--- src/rtl/cpu_step_ctrl.sv ---
// Run/step/burst clock-enable controller for a debug CPU, with a debounced
// step button, a divided run rate and a PC breakpoint that parks the core in HALT.
module cpu_step_ctrl #(
    parameter int CNT_W  = 32,
    parameter int DIV_W  = 16,
    parameter int DB_CYC = 4,
    parameter int LED_W  = 16
) (
    input  logic             clk,
    input  logic             reset,
    input  logic [1:0]       mode,
    input  logic [DIV_W-1:0] div_val,
    input  logic             step_btn,
    input  logic [7:0]       burst_len,
    input  logic [31:0]      pc_in,
    input  logic [31:0]      halt_pc,
    input  logic             bp_en,
    output logic             cpu_en,
    output logic             halted,
    output logic [CNT_W-1:0] cycle_cnt,
    output logic [LED_W-1:0] led,
    output logic [1:0]       dbg_state
);

    localparam int DB_W = (DB_CYC > 1) ? $clog2(DB_CYC) : 1;
    localparam logic [DB_W-1:0] DB_LAST = DB_W'(DB_CYC - 1);

    typedef enum logic [1:0] {
        S_IDLE  = 2'd0,
        S_RUN   = 2'd1,
        S_BURST = 2'd2,
        S_HALT  = 2'd3
    } state_t;

    state_t           r_state;
    logic             r_sync1;
    logic             r_sync2;
    logic [DB_W-1:0]  r_db_cnt;
    logic             r_db_level;
    logic             r_db_prev;
    logic [DIV_W-1:0] r_div;
    logic [7:0]       r_rem;
    logic             r_cpu_en;
    logic             r_halted;
    logic [CNT_W-1:0] r_cycle_cnt;

    logic             w_press;
    logic             w_bp_hit;
    logic             w_run_mode;
    logic             w_div_fire;
    logic [DIV_W-1:0] w_div_next;
    logic [7:0]       w_burst_len;

    // The debounced level only moves after DB_CYC consecutive samples disagree with it.
    always_ff @(posedge clk or negedge reset) begin
        if (!reset) begin
            r_sync1    <= 1'b0;
            r_sync2    <= 1'b0;
            r_db_cnt   <= '0;
            r_db_level <= 1'b0;
            r_db_prev  <= 1'b0;
        end else begin
            r_sync1   <= step_btn;
            r_sync2   <= r_sync1;
            r_db_prev <= r_db_level;
            if (r_sync2 == r_db_level) begin
                r_db_cnt <= '0;
            end else if (r_db_cnt == DB_LAST) begin
                r_db_level <= r_sync2;
                r_db_cnt   <= '0;
            end else begin
                r_db_cnt <= r_db_cnt + DB_W'(1);
            end
        end
    end

    assign w_press     = r_db_level & ~r_db_prev;
    assign w_bp_hit    = bp_en && (pc_in == halt_pc);
    assign w_run_mode  = (mode == 2'b01) || (mode == 2'b10);
    assign w_div_fire  = (mode == 2'b01) || (r_div == '0);
    assign w_div_next  = ((mode == 2'b10) && (r_div < div_val)) ? r_div + DIV_W'(1) : '0;
    assign w_burst_len = (burst_len == 8'd0) ? 8'd1 : burst_len;

    // Entry into RUN already issues the first enable, so IDLE and RUN share one decision.
    always_ff @(posedge clk or negedge reset) begin
        if (!reset) begin
            r_state     <= S_IDLE;
            r_div       <= '0;
            r_rem       <= '0;
            r_cpu_en    <= 1'b0;
            r_halted    <= 1'b0;
            r_cycle_cnt <= '0;
        end else begin
            r_cycle_cnt <= r_cycle_cnt + CNT_W'(r_cpu_en);
            r_cpu_en    <= 1'b0;
            r_halted    <= 1'b0;
            unique case (r_state)
                S_IDLE, S_RUN: begin
                    if (w_run_mode) begin
                        if (w_div_fire && w_bp_hit) begin
                            r_state  <= S_HALT;
                            r_halted <= 1'b1;
                            r_div    <= '0;
                        end else begin
                            r_state  <= S_RUN;
                            r_cpu_en <= w_div_fire;
                            r_div    <= w_div_next;
                        end
                    end else if ((r_state == S_IDLE) && (mode == 2'b11) && w_press) begin
                        r_state <= S_BURST;
                        r_rem   <= w_burst_len;
                    end else begin
                        r_state <= S_IDLE;
                        r_div   <= '0;
                    end
                end
                S_BURST: begin
                    if (w_bp_hit) begin
                        r_state  <= S_HALT;
                        r_halted <= 1'b1;
                        r_rem    <= '0;
                    end else begin
                        r_cpu_en <= 1'b1;
                        r_rem    <= r_rem - 8'd1;
                        if (r_rem == 8'd1) begin
                            r_state <= S_IDLE;
                        end
                    end
                end
                S_HALT: begin
                    if (mode == 2'b00) begin
                        r_state <= S_IDLE;
                    end else if ((mode == 2'b11) && w_press) begin
                        r_state  <= S_IDLE;
                        r_cpu_en <= 1'b1;
                    end else begin
                        r_halted <= 1'b1;
                    end
                end
                default: begin
                    r_state <= S_IDLE;
                end
            endcase
        end
    end

    assign cpu_en    = r_cpu_en;
    assign halted    = r_halted;
    assign cycle_cnt = r_cycle_cnt;
    assign led       = r_cycle_cnt[LED_W-1:0];
    assign dbg_state = r_state;

endmodule

--- config.mk ---
export PLATFORM = sky130hd
export DESIGN_NAME = cpu_step_ctrl
export DESIGN_NICKNAME = d
export VERILOG_FILES = /design/src/rtl/cpu_step_ctrl.sv
export SDC_FILE = /design/constraint.sdc
export NUM_CORES = 1
export LEC_CHECK = 0
export ABC_AREA = 1
export BUFFER_PORTS_ARGS = -buffer_cell sky130_fd_sc_hd__buf_4
export CAP_MARGIN = 20
export CORE_ASPECT_RATIO = 1.75
export CORE_MARGIN = 2
export CORE_UTILIZATION = 45
export DETAILED_ROUTE_END_ITERATION = 16
export PLACE_DENSITY_LB_ADDON = 0.05
export SLEW_MARGIN = 20
export SYNTH_ARGS = -nofsm -noshare
export SYNTH_HDL_FRONTEND = slang
export SYNTH_SLANG_ARGS = --single-unit
--- constraint.sdc ---
create_clock -name clk -period 1.5 [get_ports clk]
set_input_delay 0.15 -clock clk [delete_from_list [all_inputs] [get_ports clk]]
set_output_delay 0.15 -clock clk [all_outputs]
set_load 0.02 [all_outputs]
==> results.md, run 1 <==
- Worst path max stage delay: 0.41 ns
- Warnings from Yosys: 0
- Worst slew margin relative to its limit: 0.670
- CTS max path bufs: 2
- Slowest stage cell, crit path: sky130_fd_sc_hd__dfrtp_1
- Average routed wire per standard cell: 14.3 um
- Register bit total from synthesis: 66
- Most common cell in the netlist: sky130_fd_sc_hd__nand2_1
- Row count: 51
- Number of cell instances on the worst register-to-register path: 8
- Number of fillers in the final layout: 896
- Total congestion overflow: 0
- Final worst clock skew: 0.00960 ns
- Number of buffers created by CTS: 9
- Critical-path cell list: ha_1, a21oi_1, o21a_1, o21ai_2, a21oi_4, clkbuf_16, nand3_2, nand2_2
- Worst min path class: primary input to flip-flop
- Total placed cells including tap cells: 1090
- Power density cells: 941 nW/um2
- Post-Syn Area per Cell: 7.04 um2
- Start-to-end type of the worst setup path: flip-flop to flip-flop
- Overall die area: 12200 um2
- Count of endpoints failing setup in the final report: 36
- Pin slew with the least headroom to its limit: 0.495 ns
- Number of nets in the final layout: 1108
- Crit path arrival time: 1.98 ns
- Worst setup EP type: flip-flop
- Share of the yosys chip area belonging to registers: 0.324
- Final HPWL DP: 12600 um
- Root buffer selected by CTS: sky130_fd_sc_hd__clkbuf_16
- Reg-to-reg setup timing slack: -0.21 ns
- Worst VDD drop: 693 uV
- Final Max Slew Viols: 0
- Sw Ratio: 0.345
- CP Buf/Inv Count: 1
- Area taken by multi-input logic gates: 3280 um2
- Leak Pwr: 4.44 nW
- Tot GR Track Use: 0.267
- Initial standard-cell utilization of the core: 0.459
- Total power: 7.61 mW
- Area share of the leading cell type in the synthesized netlist: 0.324
- Wire length of the first global-routing pass: 25900 um
- Synthesized netlist net count: 845
- Beginning of the worst register-to-register path: r_div[11]
- Routed vias: 5659
- DR DRC count: 0
- Placeable core region: 11100 um2
- Hold EP: r_rem[2]
- Startpoint of the lowest-slack hold path: burst_len[2]
- Dominant synthesized flop cell: sky130_fd_sc_hd__dfrtp_1
- 1st-iter DRT viols: 127
- I/O pins: 146
- Non-filler cells, final: 1125
- Run status: finished, violations left
- Area used by sequential logic in the layout: 1660 um2
- Async SR Flop Fraction: 1.00
- Antenna diode count: 0
- Clock-pin slew reported for the worst setup and hold paths after clock tree synthesis: 0.06 ns
- Mean number of vias per cell: 5.03
- Number of clock sinks seen by CTS: 66
- Crit path max-delay family: compound AO/OA/AOI/OAI gates
- RR Endpoint: r_div[13]
- Final WL: 16100 um
- Number of global-route vias before repair: 5922
- Failing checks: setup timing
- Width of the die: 84.5 um
- Kind of start point of the critical path: flip-flop
- Share of layout cells above drive strength 1: 0.428
- Number of cells produced by synthesis: 725
- Netlist Area Pre-Place: 5100 um2
- Residual antenna-violating net count after detailed routing: 0
- Placer Congestion: 0.937
- Clk Latency, worst-skew pair: 0.33 ns
- Final setup slack of the worst path: -0.213 ns
- Port-buffer cells: 145
- Die outline height: 145 um
- Final period utilization: 1.14
- Cell-internal power: 4.98 mW
- Combinational Power Share: 0.389
- Number of enable-type register cells in the synthesized netlist: 0
- Post-layout min period: 1.71 ns
- Number of distinct library cells after synthesis: 40
- Critical Path RT: 1.77 ns
- First drt pass iteration count: 5
- Yosys top cell by area: sky130_fd_sc_hd__dfrtp_1
- Setup repair after global routing missed its margin: true
- Portion of total power attributed to sequential cells: 0.309
- Largest net degree at the start of global routing: 35
- Top fanout value on the critical path: 8
- Synth top area cells: sky130_fd_sc_hd__dfrtp_1, sky130_fd_sc_hd__nand2_1, sky130_fd_sc_hd__inv_1, sky130_fd_sc_hd__ha_1, sky130_fd_sc_hd__nor2_1
- H-tree Lvls: 3
- Initial antenna violation count: 0
- Relative area change from synthesis to final layout: 58.5%
- Cell depth of the worst hold path: 3
- Ranking of synthesized cells by instance count: sky130_fd_sc_hd__nand2_1, sky130_fd_sc_hd__inv_1, sky130_fd_sc_hd__nor2_1, sky130_fd_sc_hd__dfrtp_1, sky130_fd_sc_hd__nand3_1
- Accumulated negative setup slack: -4.58 ns
- Max Cap Viol: 0
- Clock tree from TritonCTS: built
- Fmax: 584 MHz
- Sw power: 2.63 mW
- Final number of hold-violating endpoints: 0
- Clk network pwr share: 0.302
-- worst min-delay path, cell delays in order --
cell and delay [ns]:
sky130_fd_sc_hd__buf_4 0.09, sky130_fd_sc_hd__nand2_1 0.05, sky130_fd_sc_hd__nand3_1 0.07
-- state kept, by name (all words and copies together) (netlist names) --
| signal | flops |
|---|---|
| cycle_cnt | 32 |
| r_div | 16 |
| r_rem | 8 |
| dbg_state | 2 |
| r_db_cnt | 2 |
| cpu_en | 1 |
| halted | 1 |
| r_db_level | 1 |
| r_db_prev | 1 |
| r_sync1 | 1 |
| r_sync2 | 1 |
-- cell families (layout without fill, tap and decap cells) --
| group | after synthesis | after routing | synth area share |
|---|---|---|---|
| simple gates | 392 | 393 | 0.362 |
| xor+xnor | 44 | 44 | 0.0755 |
| buf+inv | 157 | 424 | 0.130 |
| fa+ha+maj | 26 | 26 | 0.0638 |
| compound gates | 40 | 40 | 0.0446 |
| flops | 66 | 66 | 0.324 |
-- per-stage QoR --
step           cell area, um2  setup slack, ns  utilization  hold WS, ns
2_1_floorplan            5130           -0.151            -       -0.146
3_3_place_gp             7080           -0.211        0.638        0.134
3_5_place_dp             7080           -0.225        0.638        0.142
4_1_cts                  7820           -0.193        0.704       0.0525
5_1_grt                  8090           -0.290        0.728       0.0724
6_report                 8090           -0.213        0.728       0.0548
-- worst max-delay path by stage --
stage / cells past startpoint / slack (ns) / to / from
3_5_place_dp: 9 / -0.22 / r_div[5] / r_div[13]
6_report: 8 / -0.21 / r_div[13] / r_div[11]
3_3_place_gp: 6 / -0.21 / cycle_cnt[23] / cycle_cnt[14]
2_1_floorplan: 10 / -0.15 / cycle_cnt[22] / cycle_cnt[0]
5_1_grt: 11 / -0.29 / r_div[6] / r_div[1]
4_1_cts: 9 / -0.19 / r_div[8] / r_div[6]
-- final cells by class --
| cell class | count | area share |
|---|---|---|
| well taps | 132 | 0.0204 |
| clock buffers | 11 | 0.0300 |
| multi-input cells | 503 | 0.406 |
| repair buffers | 271 | 0.265 |
| inverters | 137 | 0.0636 |
| flip-flops and latches | 66 | 0.206 |
| clock inverters | 5 | 0.00975 |
-- what timing repair did --
action / in CTS / in global routing
setup endpoints to repair: 31 / 40
hold buffers: 2 / 0
pin swaps: 21 / 29
cloned: 2 / 0
endpoints found under the hold margin: 32 / 0
setup buffers: 12 / 7
gates resized for setup: 58 / 54
-- power by group through the flow --
stage	combinational, mW	sequential [mW]	clock [mW]
finish	2.96	2.35	2.30
global route	3.25	2.38	2.38
CTS	2.90	2.34	2.31
detailed placement	2.77	2.36	0
global placement	2.67	2.34	0
floorplan	1.37	2.52	0
-- cell usage in the layout, fill, tap and decap left out, drive strengths merged --
cell type	netlist	routed
nand3b	2	2
xor2	25	25
xnor2	19	19
clkinv	3	6
nand2	204	204
nor3	22	22
ha	26	26
nor4b	1	1
nand4	12	12
dlygate4sd3	0	2
nor3b	1	1
nor4	4	4
o21ai	16	16
a211oi	1	1
clkbuf	1	12
a41oi	1	1
nor2	91	91
nand2b	1	1
bufinv	0	2
o22ai	2	2
nand3	54	55
a21o	1	1
a21oi	17	17
o21bai	1	1
buf	19	268
o21a	1	1
inv	134	134
dfrtp	66	66
-- metal layers --
layer,global-route usage,routed length [um]
met1,0.234,5200
met2,0.551,9270
met3,0.0318,586
met4,0.168,1040
met5,0,0
Power figures use the tool's default switching activity.
==> run 2: changes to the inputs <==
Settings changed: TNS_END_PERCENT set to 30.
==> run 2 against run 1 <==
The run still ends with setup timing left; sequential power barely moved; core utilization fell by 1.6 points; routed wire length fell by 6.3%; final cell count is 0.27% lower; first-iteration DRC count rose by 39%; highest routed layer unchanged; hold slack worse by 0.0044 ns; die area unchanged; combinational power fell by 3%; worst setup slack got worse by 0.011 ns; fmax down 0.61%; clock-buffer cell count down 1.
==> results.md, run 2 (synthesized netlist as in run 1, its figures left out) <==
- WP depth: 9 (was 8)
- Average routed wire per standard cell: 13.4 um (was 14.3 um)
- Clock tree from TritonCTS: built (unchanged)
- Start-to-end type of the worst setup path: flip-flop to flip-flop (unchanged)
- Total congestion overflow: 0 (unchanged)
- Final number of hold-violating endpoints: 0 (unchanged)
- Top fanout value on the critical path: 8 (unchanged)
- Mean number of vias per cell: 4.91 (was 5.03)
- Area used by sequential logic in the layout: 1660 um2 (about the same)
- Slowest stage cell, crit path: sky130_fd_sc_hd__dfrtp_1 (unchanged)
- Overall die area: 12200 um2 (unchanged)
- Placeable core region: 11100 um2 (unchanged)
- Critical-path cell list: ha_1, a21oi_2, nor2_1, nor3_1, o21ai_1, a21oi_4, clkbuf_16, nand3_2, nand2_2 (was ha_1, a21oi_1, o21a_1, o21ai_2, a21oi_4, clkbuf_16, nand3_2, nand2_2)
- Final period utilization: 1.15 (was 1.14)
- Wire length of the first global-routing pass: 23700 um (was 25900 um)
- I/O pins: 146 (unchanged)
- Fmax: 580 MHz (was 584 MHz)
- Final worst clock skew: 0.00481 ns (was 0.00960 ns)
- Routed vias: 5509 (was 5659)
- Count of endpoints failing setup in the final report: 26 (was 36)
- Final setup slack of the worst path: -0.224 ns (was -0.213 ns)
- Leak Pwr: 4.29 nW (was 4.44 nW)
- Reg-to-reg setup timing slack: -0.22 ns (was -0.21 ns)
- Share of layout cells above drive strength 1: 0.400 (was 0.428)
- Power density cells: 954 nW/um2 (was 941 nW/um2)
- Die outline height: 145 um (unchanged)
- Pin slew with the least headroom to its limit: 0.376 ns (was 0.495 ns)
- Accumulated negative setup slack: -3.87 ns (was -4.58 ns)
- Worst slew margin relative to its limit: 0.750 (was 0.670)
- Timing startpoint of the critical path: r_div[12] (was r_div[11])
- Placer Congestion: 0.966 (was 0.937)
- Number of flip-flops under the largest register name: 32 (unchanged)
- Area of placed instances: 7130 um2 (was 7080 um2)
- Beginning of the worst register-to-register path: r_div[12] (was r_div[11])
- Combinational Power Share: 0.381 (was 0.389)
- Worst VDD drop: 791 uV (was 693 uV)
- Kind of start point of the critical path: flip-flop (unchanged)
- Crit path max-delay family: compound AO/OA/AOI/OAI gates (unchanged)
- Setup repair after global routing missed its margin: true (unchanged)
- Failing checks: setup timing (unchanged)
- Sw Ratio: 0.347 (was 0.345)
- 1st-iter DRT viols: 177 (was 127)
- Final HPWL DP: 11800 um (was 12600 um)
- Row count: 51 (unchanged)
- Total power: 7.54 mW (was 7.61 mW)
- Capturing instance or port of the critical path: r_div[12] (was r_div[13])
- Residual antenna-violating net count after detailed routing: 0 (unchanged)
- Clk Latency, worst-skew pair: 0.34 ns (was 0.33 ns)
- CTS max path bufs: 2 (unchanged)
- Worst min path class: primary input to flip-flop (unchanged)
- Leading cell types in the layout, fill and taps excluded: sky130_fd_sc_hd__buf_4, sky130_fd_sc_hd__nand2_1, sky130_fd_sc_hd__inv_1 (unchanged)
- Initial standard-cell utilization of the core: 0.459 (unchanged)
- Post-layout min period: 1.72 ns (was 1.71 ns)
- Area taken by multi-input logic gates: 3130 um2 (was 3280 um2)
- Initial antenna violation count: 0 (unchanged)
- Crit path arrival time: 2.00 ns (was 1.98 ns)
- Clock-pin slew reported for the worst setup and hold paths after clock tree synthesis: 0.06 ns (about the same)
- Number of fillers in the final layout: 909 (was 896)
- Worst path max stage delay: 0.42 ns (was 0.41 ns)
- CP Buf/Inv Count: 1 (unchanged)
- Antenna diode count: 0 (unchanged)
- H-tree Lvls: 3 (unchanged)
- First drt pass iteration count: 6 (was 5)
- Portion of total power attributed to sequential cells: 0.308 (was 0.309)
- Port-buffer cells: 145 (unchanged)
- Clk network pwr share: 0.311 (was 0.302)
- Number of cell instances on the worst register-to-register path: 9 (was 8)
- Width of the die: 84.5 um (unchanged)
- Final WL: 15100 um (was 16100 um)
- Run status: finished, violations left (unchanged)
- Number of nets in the final layout: 1105 (was 1108)
- Cell-internal power: 4.93 mW (was 4.98 mW)
- Relative area change from synthesis to final layout: 55.0% (was 58.5%)
- Final Instance Area: 7910 um2 (was 8090 um2)
- Number of clock sinks seen by CTS: 66 (unchanged)
- Leading cell type in the layout, fill and taps excluded: sky130_fd_sc_hd__buf_4 (unchanged)
- Final Max Slew Viols: 0 (unchanged)
- DR DRC count: 0 (unchanged)
- Critical Path RT: 1.78 ns (was 1.77 ns)
- Root buffer selected by CTS: sky130_fd_sc_hd__clkbuf_16 (unchanged)
- Tot GR Track Use: 0.242 (was 0.267)
- Largest net degree at the start of global routing: 27 (was 35)
- Number of global-route vias before repair: 5568 (was 5922)
- Max Cap Viol: 0 (unchanged)
- RR Endpoint: r_div[12] (was r_div[13])
- Number of buffers created by CTS: 9 (unchanged)
- Sw power: 2.61 mW (was 2.63 mW)
- Worst setup EP type: flip-flop (unchanged)
[run 2: changes by cell type in the layout (fill, tap and decap cells not counted), moves of 3 or more]
cell and change:
sky130_fd_sc_hd__nand3_4 -3, sky130_fd_sc_hd__nand2_1 +10, sky130_fd_sc_hd__nor3_4 -3, sky130_fd_sc_hd__nor3_1 +4, sky130_fd_sc_hd__buf_6 -4, sky130_fd_sc_hd__dfrtp_2 -4
sky130_fd_sc_hd__nor2_4 -4, sky130_fd_sc_hd__nor2_2 +3, sky130_fd_sc_hd__inv_2 -4, sky130_fd_sc_hd__ha_4 +4, sky130_fd_sc_hd__dfrtp_1 +4, sky130_fd_sc_hd__nand2_2 -9
[run 2: routing by layer]
layer,global-route usage,share of wire,vias to the layer above
li1,-,-,2748
met1,0.219,0.33,2558
met2,0.499,0.58,163
met3,0.0369,0.036,40
met4,0.129,0.045,0
met5,0,0,-
[run 2: metrics by stage]
stage / setup slack (ns) / std cells / hold WS (ns) / utilization
after floorplan: -0.152 / 725 / -0.146 / -
after global placement: -0.143 / 1097 / 0.0899 / 0.642
after detailed placement: -0.203 / 1097 / 0.0948 / 0.642
after CTS: -0.215 / 1115 / 0.0459 / 0.679
after global routing: -0.356 / 1122 / 0.0528 / 0.712
final: -0.224 / 1122 / 0.0503 / 0.712
[run 2: worst min path at each step]
stage	to	slack, ns	cells past startpoint	start
after floorplan	cpu_en	-0.15	0	reset
after global placement	r_div[13]	0.09	1	reset
after detailed placement	r_div[15]	0.09	1	reset
after CTS	r_rem[4]	0.05	3	burst_len[4]
after global routing	r_rem[4]	0.05	3	burst_len[4]
final	r_rem[4]	0.05	3	burst_len[4]
[run 2: layout make-up]
type | count | share of cell area
inverter | 137 | 0.0657
sequential | 66 | 0.209
timing repair buffer | 268 | 0.266
tap | 132 | 0.0209
clock inverter | 6 | 0.0112
clock buffer | 10 | 0.0302
multi-input combinational | 503 | 0.396
[run 2: timing repair]
action / CTS / global route
endpoints found under the setup margin: 34 / 45
buffers inserted: 0 / 5
hold endpoints to repair: 23 / 0
pin swaps: 4 / 15
hold buffers: 2 / 0
cloned: 0 / 2
resized for setup: 12 / 57
[run 2: power groups by stage]
stage / Sequential (mW) / Clock [mW] / Combinational [mW]
2_1_floorplan: 2.52 / 0 / 1.37
3_3_place_gp: 2.31 / 0 / 2.71
3_5_place_dp: 2.33 / 0 / 2.80
4_1_cts: 2.31 / 2.37 / 2.82
5_1_grt: 2.35 / 2.45 / 3.18
6_report: 2.32 / 2.35 / 2.87
[run 2: worst min-delay path, cell delays in order]
cell and delay (ns):
sky130_fd_sc_hd__buf_4 0.08, sky130_fd_sc_hd__nand2_1 0.05, sky130_fd_sc_hd__nand3_1 0.07
==> run 3: changes to the inputs <==
Settings changed: BUFFER_PORTS_ARGS -buffer_cell sky130_fd_sc_hd__buf_4 to not set, DONT_BUFFER_PORTS set to 1.
==> run 3 against run 2 <==
The run ends with hold timing, setup timing left; fmax grew 3.6%; via count shrank 12%; core utilization shrank 13 points; total power shrank 15%; critical path type unchanged.
==> results.md, run 3 (synthesized netlist as in run 1, its figures left out) <==
- Worst VDD drop: 754 uV (was 791 uV)
- Leak Pwr: 3.46 nW (was 4.29 nW)
- Largest net degree at the start of global routing: 67 (was 27)
- Relative area change from synthesis to final layout: 27.1% (was 55.0%)
- Worst setup EP type: flip-flop (unchanged)
- Timing startpoint of the critical path: cycle_cnt[0] (was r_div[12])
- Number of global-route vias before repair: 4938 (was 5568)
- Failing checks: hold timing, setup timing (was setup timing)
- Overall die area: 12200 um2 (unchanged)
- Residual antenna-violating net count after detailed routing: 0 (unchanged)
- H-tree Lvls: 3 (unchanged)
- Area used by sequential logic in the layout: 1660 um2 (about the same)
- Placement-stage worst setup slack: -0.193 ns (was -0.203 ns)
- Crit path max-delay family: simple AND/OR/NAND/NOR gates (was compound AO/OA/AOI/OAI gates)
- 1st-iter DRT viols: 182 (was 177)
- Setup repair after global routing missed its margin: true (unchanged)
- Run status: finished, violations left (unchanged)
- Placeable core region: 11100 um2 (unchanged)
- Worst slew margin relative to its limit: 0.776 (was 0.750)
- Slowest stage cell, crit path: sky130_fd_sc_hd__dfrtp_2 (was sky130_fd_sc_hd__dfrtp_1)
- Count of hold-fix buffers inserted at cts: 3 (was 2)
- Total congestion overflow: 0 (unchanged)
- Crit path arrival time: 1.88 ns (was 2.00 ns)
- Max Cap Viol: 0 (unchanged)
- Port-buffer cells: 0 (was 145)
- Area taken by multi-input logic gates: 2970 um2 (was 3130 um2)
- Placer Congestion: 0.914 (was 0.966)
- Wire length of the first global-routing pass: 21800 um (was 23700 um)
- First drt pass iteration count: 6 (unchanged)
- Post-layout min period: 1.66 ns (was 1.72 ns)
- Tot GR Track Use: 0.224 (was 0.242)
- Power density cells: 992 nW/um2 (was 954 nW/um2)
- Final setup slack of the worst path: -0.163 ns (was -0.224 ns)
- Number of buffers created by CTS: 9 (unchanged)
- I/O pins: 146 (unchanged)
- Share of layout cells above drive strength 1: 0.266 (was 0.400)
- Leading cell types in the layout, fill and taps excluded: sky130_fd_sc_hd__nand2_1, sky130_fd_sc_hd__inv_1, sky130_fd_sc_hd__buf_4 (was sky130_fd_sc_hd__buf_4, sky130_fd_sc_hd__nand2_1, sky130_fd_sc_hd__inv_1)
- Width of the die: 84.5 um (unchanged)
- Accumulated negative setup slack: -2.78 ns (was -3.87 ns)
- CP Buf/Inv Count: 1 (unchanged)
- Root buffer selected by CTS: sky130_fd_sc_hd__clkbuf_16 (unchanged)
- Beginning of the worst register-to-register path: cycle_cnt[0] (was r_div[12])
- Initial antenna violation count: 0 (unchanged)
- Antenna diode count: 0 (unchanged)
- Mean number of vias per cell: 5.01 (was 4.91)
- Start-to-end type of the worst setup path: flip-flop to flip-flop (unchanged)
- Top fanout value on the critical path: 4 (was 8)
- Worst min path class: primary input to asynchronous set/reset pin (was primary input to flip-flop)
- Number of fillers in the final layout: 1126 (was 909)
- Worst path max stage delay: 0.38 ns (was 0.42 ns)
- Number of clock sinks seen by CTS: 66 (unchanged)
- Final Max Slew Viols: 0 (unchanged)
- Fmax: 601 MHz (was 580 MHz)
- Clk Latency, worst-skew pair: 0.33 ns (was 0.34 ns)
- Final WL: 13500 um (was 15100 um)
- DR DRC count: 0 (unchanged)
- Row count: 51 (unchanged)
- Number of flip-flops under the largest register name: 32 (unchanged)
- Number of nets in the final layout: 954 (was 1105)
- Critical-path cell list: ha_4, ha_4, inv_2, nor2_4, nand2_2, nor2_4, nand2_4, nor2_2, nand2_1, xor2_1 (was ha_1, a21oi_2, nor2_1, nor3_1, o21ai_1, a21oi_4, clkbuf_16, nand3_2, nand2_2)
- Initial standard-cell utilization of the core: 0.459 (unchanged)
- Clock-pin slew reported for the worst setup and hold paths after clock tree synthesis: 0.06 ns (about the same)
- Die outline height: 145 um (unchanged)
- CTS max path bufs: 2 (unchanged)
- Pin slew with the least headroom to its limit: 0.334 ns (was 0.376 ns)
- Count of endpoints failing setup in the final report: 27 (was 26)
- Final period utilization: 1.11 (was 1.15)
- Routed vias: 4864 (was 5509)
- Leading cell type in the layout, fill and taps excluded: sky130_fd_sc_hd__nand2_1 (was sky130_fd_sc_hd__buf_4)
- Final number of hold-violating endpoints: 66 (was 0)
- Critical Path RT: 1.72 ns (was 1.78 ns)
- Final HPWL DP: 10600 um (was 11800 um)
- Average routed wire per standard cell: 13.9 um (was 13.4 um)
- Clock tree from TritonCTS: built (unchanged)
- Total power: 6.43 mW (was 7.54 mW)
- Kind of start point of the critical path: flip-flop (unchanged)
- Final-layout worst hold slack: -0.489 ns (was 0.0503 ns)
- Final worst clock skew: 0.00526 ns (was 0.00481 ns)
- Final core area utilization: 0.584 (was 0.712)
==> run 3: cell count changes in the layout (fill, tap and decap cells not counted), moves of 3 or more <==
cell | before | now
sky130_fd_sc_hd__nor2_2 | 13 | 9
sky130_fd_sc_hd__buf_4 | 253 | 113
sky130_fd_sc_hd__nand3_2 | 18 | 15
sky130_fd_sc_hd__ha_4 | 10 | 4
sky130_fd_sc_hd__nor2_4 | 8 | 5
sky130_fd_sc_hd__ha_1 | 16 | 21
sky130_fd_sc_hd__nor2_1 | 68 | 75
sky130_fd_sc_hd__buf_6 | 9 | 0
sky130_fd_sc_hd__nand3_1 | 32 | 37
==> run 3: power by group <==
part | leakage (nW) | total, mW | internal [mW] | switching (mW)
clock | 0.131 | 2.00 | 1.16 | 0.835
combinational | 2.45 | 2.11 | 0.836 | 1.28
sequential | 0.880 | 2.32 | 2.08 | 0.240
total | 3.46 | 6.43 | 4.08 | 2.35
==> run 3: final timing paths <==
check	to	slack (ns)	depth (start not counted)
setup / recovery	cycle_cnt[22]	-0.16	10
hold / removal	cycle_cnt[23]	-0.49	0
setup reg to reg	cycle_cnt[22]	-0.16	10
hold reg to reg	r_sync2	0.38	0
max in group asynchronous	cpu_en	1.86	0
min in group clk	r_rem[0]	0.03	4
==> run 3: stage by stage <==
step	cell area, um2	cells	hold WS [ns]
3_5_place_dp	5990	948	-0.144
6_report	6480	971	-0.489
2_1_floorplan	5130	725	-0.146
4_1_cts	6390	968	-0.503
5_1_grt	6480	971	-0.504
3_3_place_gp	5990	948	-0.144
==> run 3: what timing repair did <==
item | CTS | global route
buffers inserted | 0 | 3
gates cloned | 1 | 0
hold endpoints to repair | 69 | 66
resized for setup | 14 | 15
pin swaps | 4 | 5
endpoints found under the setup margin | 33 | 41
==> run 3: worst register-to-register path, stage by stage, from the launching register on <==
cell and delay [ns]:
sky130_fd_sc_hd__dfrtp_2 0.38, sky130_fd_sc_hd__ha_4 0.15, sky130_fd_sc_hd__ha_4 0.13, sky130_fd_sc_hd__inv_2 0.04, sky130_fd_sc_hd__nor2_4 0.10, sky130_fd_sc_hd__nand2_2 0.08, sky130_fd_sc_hd__nor2_4 0.21, sky130_fd_sc_hd__nand2_4 0.10
sky130_fd_sc_hd__nor2_2 0.15, sky130_fd_sc_hd__nand2_1 0.08, sky130_fd_sc_hd__xor2_1 0.14
==> run 3: layout make-up <==
type,instances,share of cell area
tap,132,0.0255
multi-input combinational,503,0.458
clock buffer,10,0.0369
timing repair buffer,117,0.139
clock inverter,6,0.00637
inverter,137,0.0793
sequential,66,0.255
==> run 3: routing by layer <==
| metal | vias up | wire length [um] | GRT usage |
|---|---|---|---|
| met5 | - | 0 | 0 |
| met4 | 0 | 514 | 0.120 |
| met3 | 31 | 570 | 0.0329 |
| met2 | 136 | 7780 | 0.449 |
| met1 | 2254 | 4640 | 0.213 |
| li1 | 2443 | - | - |
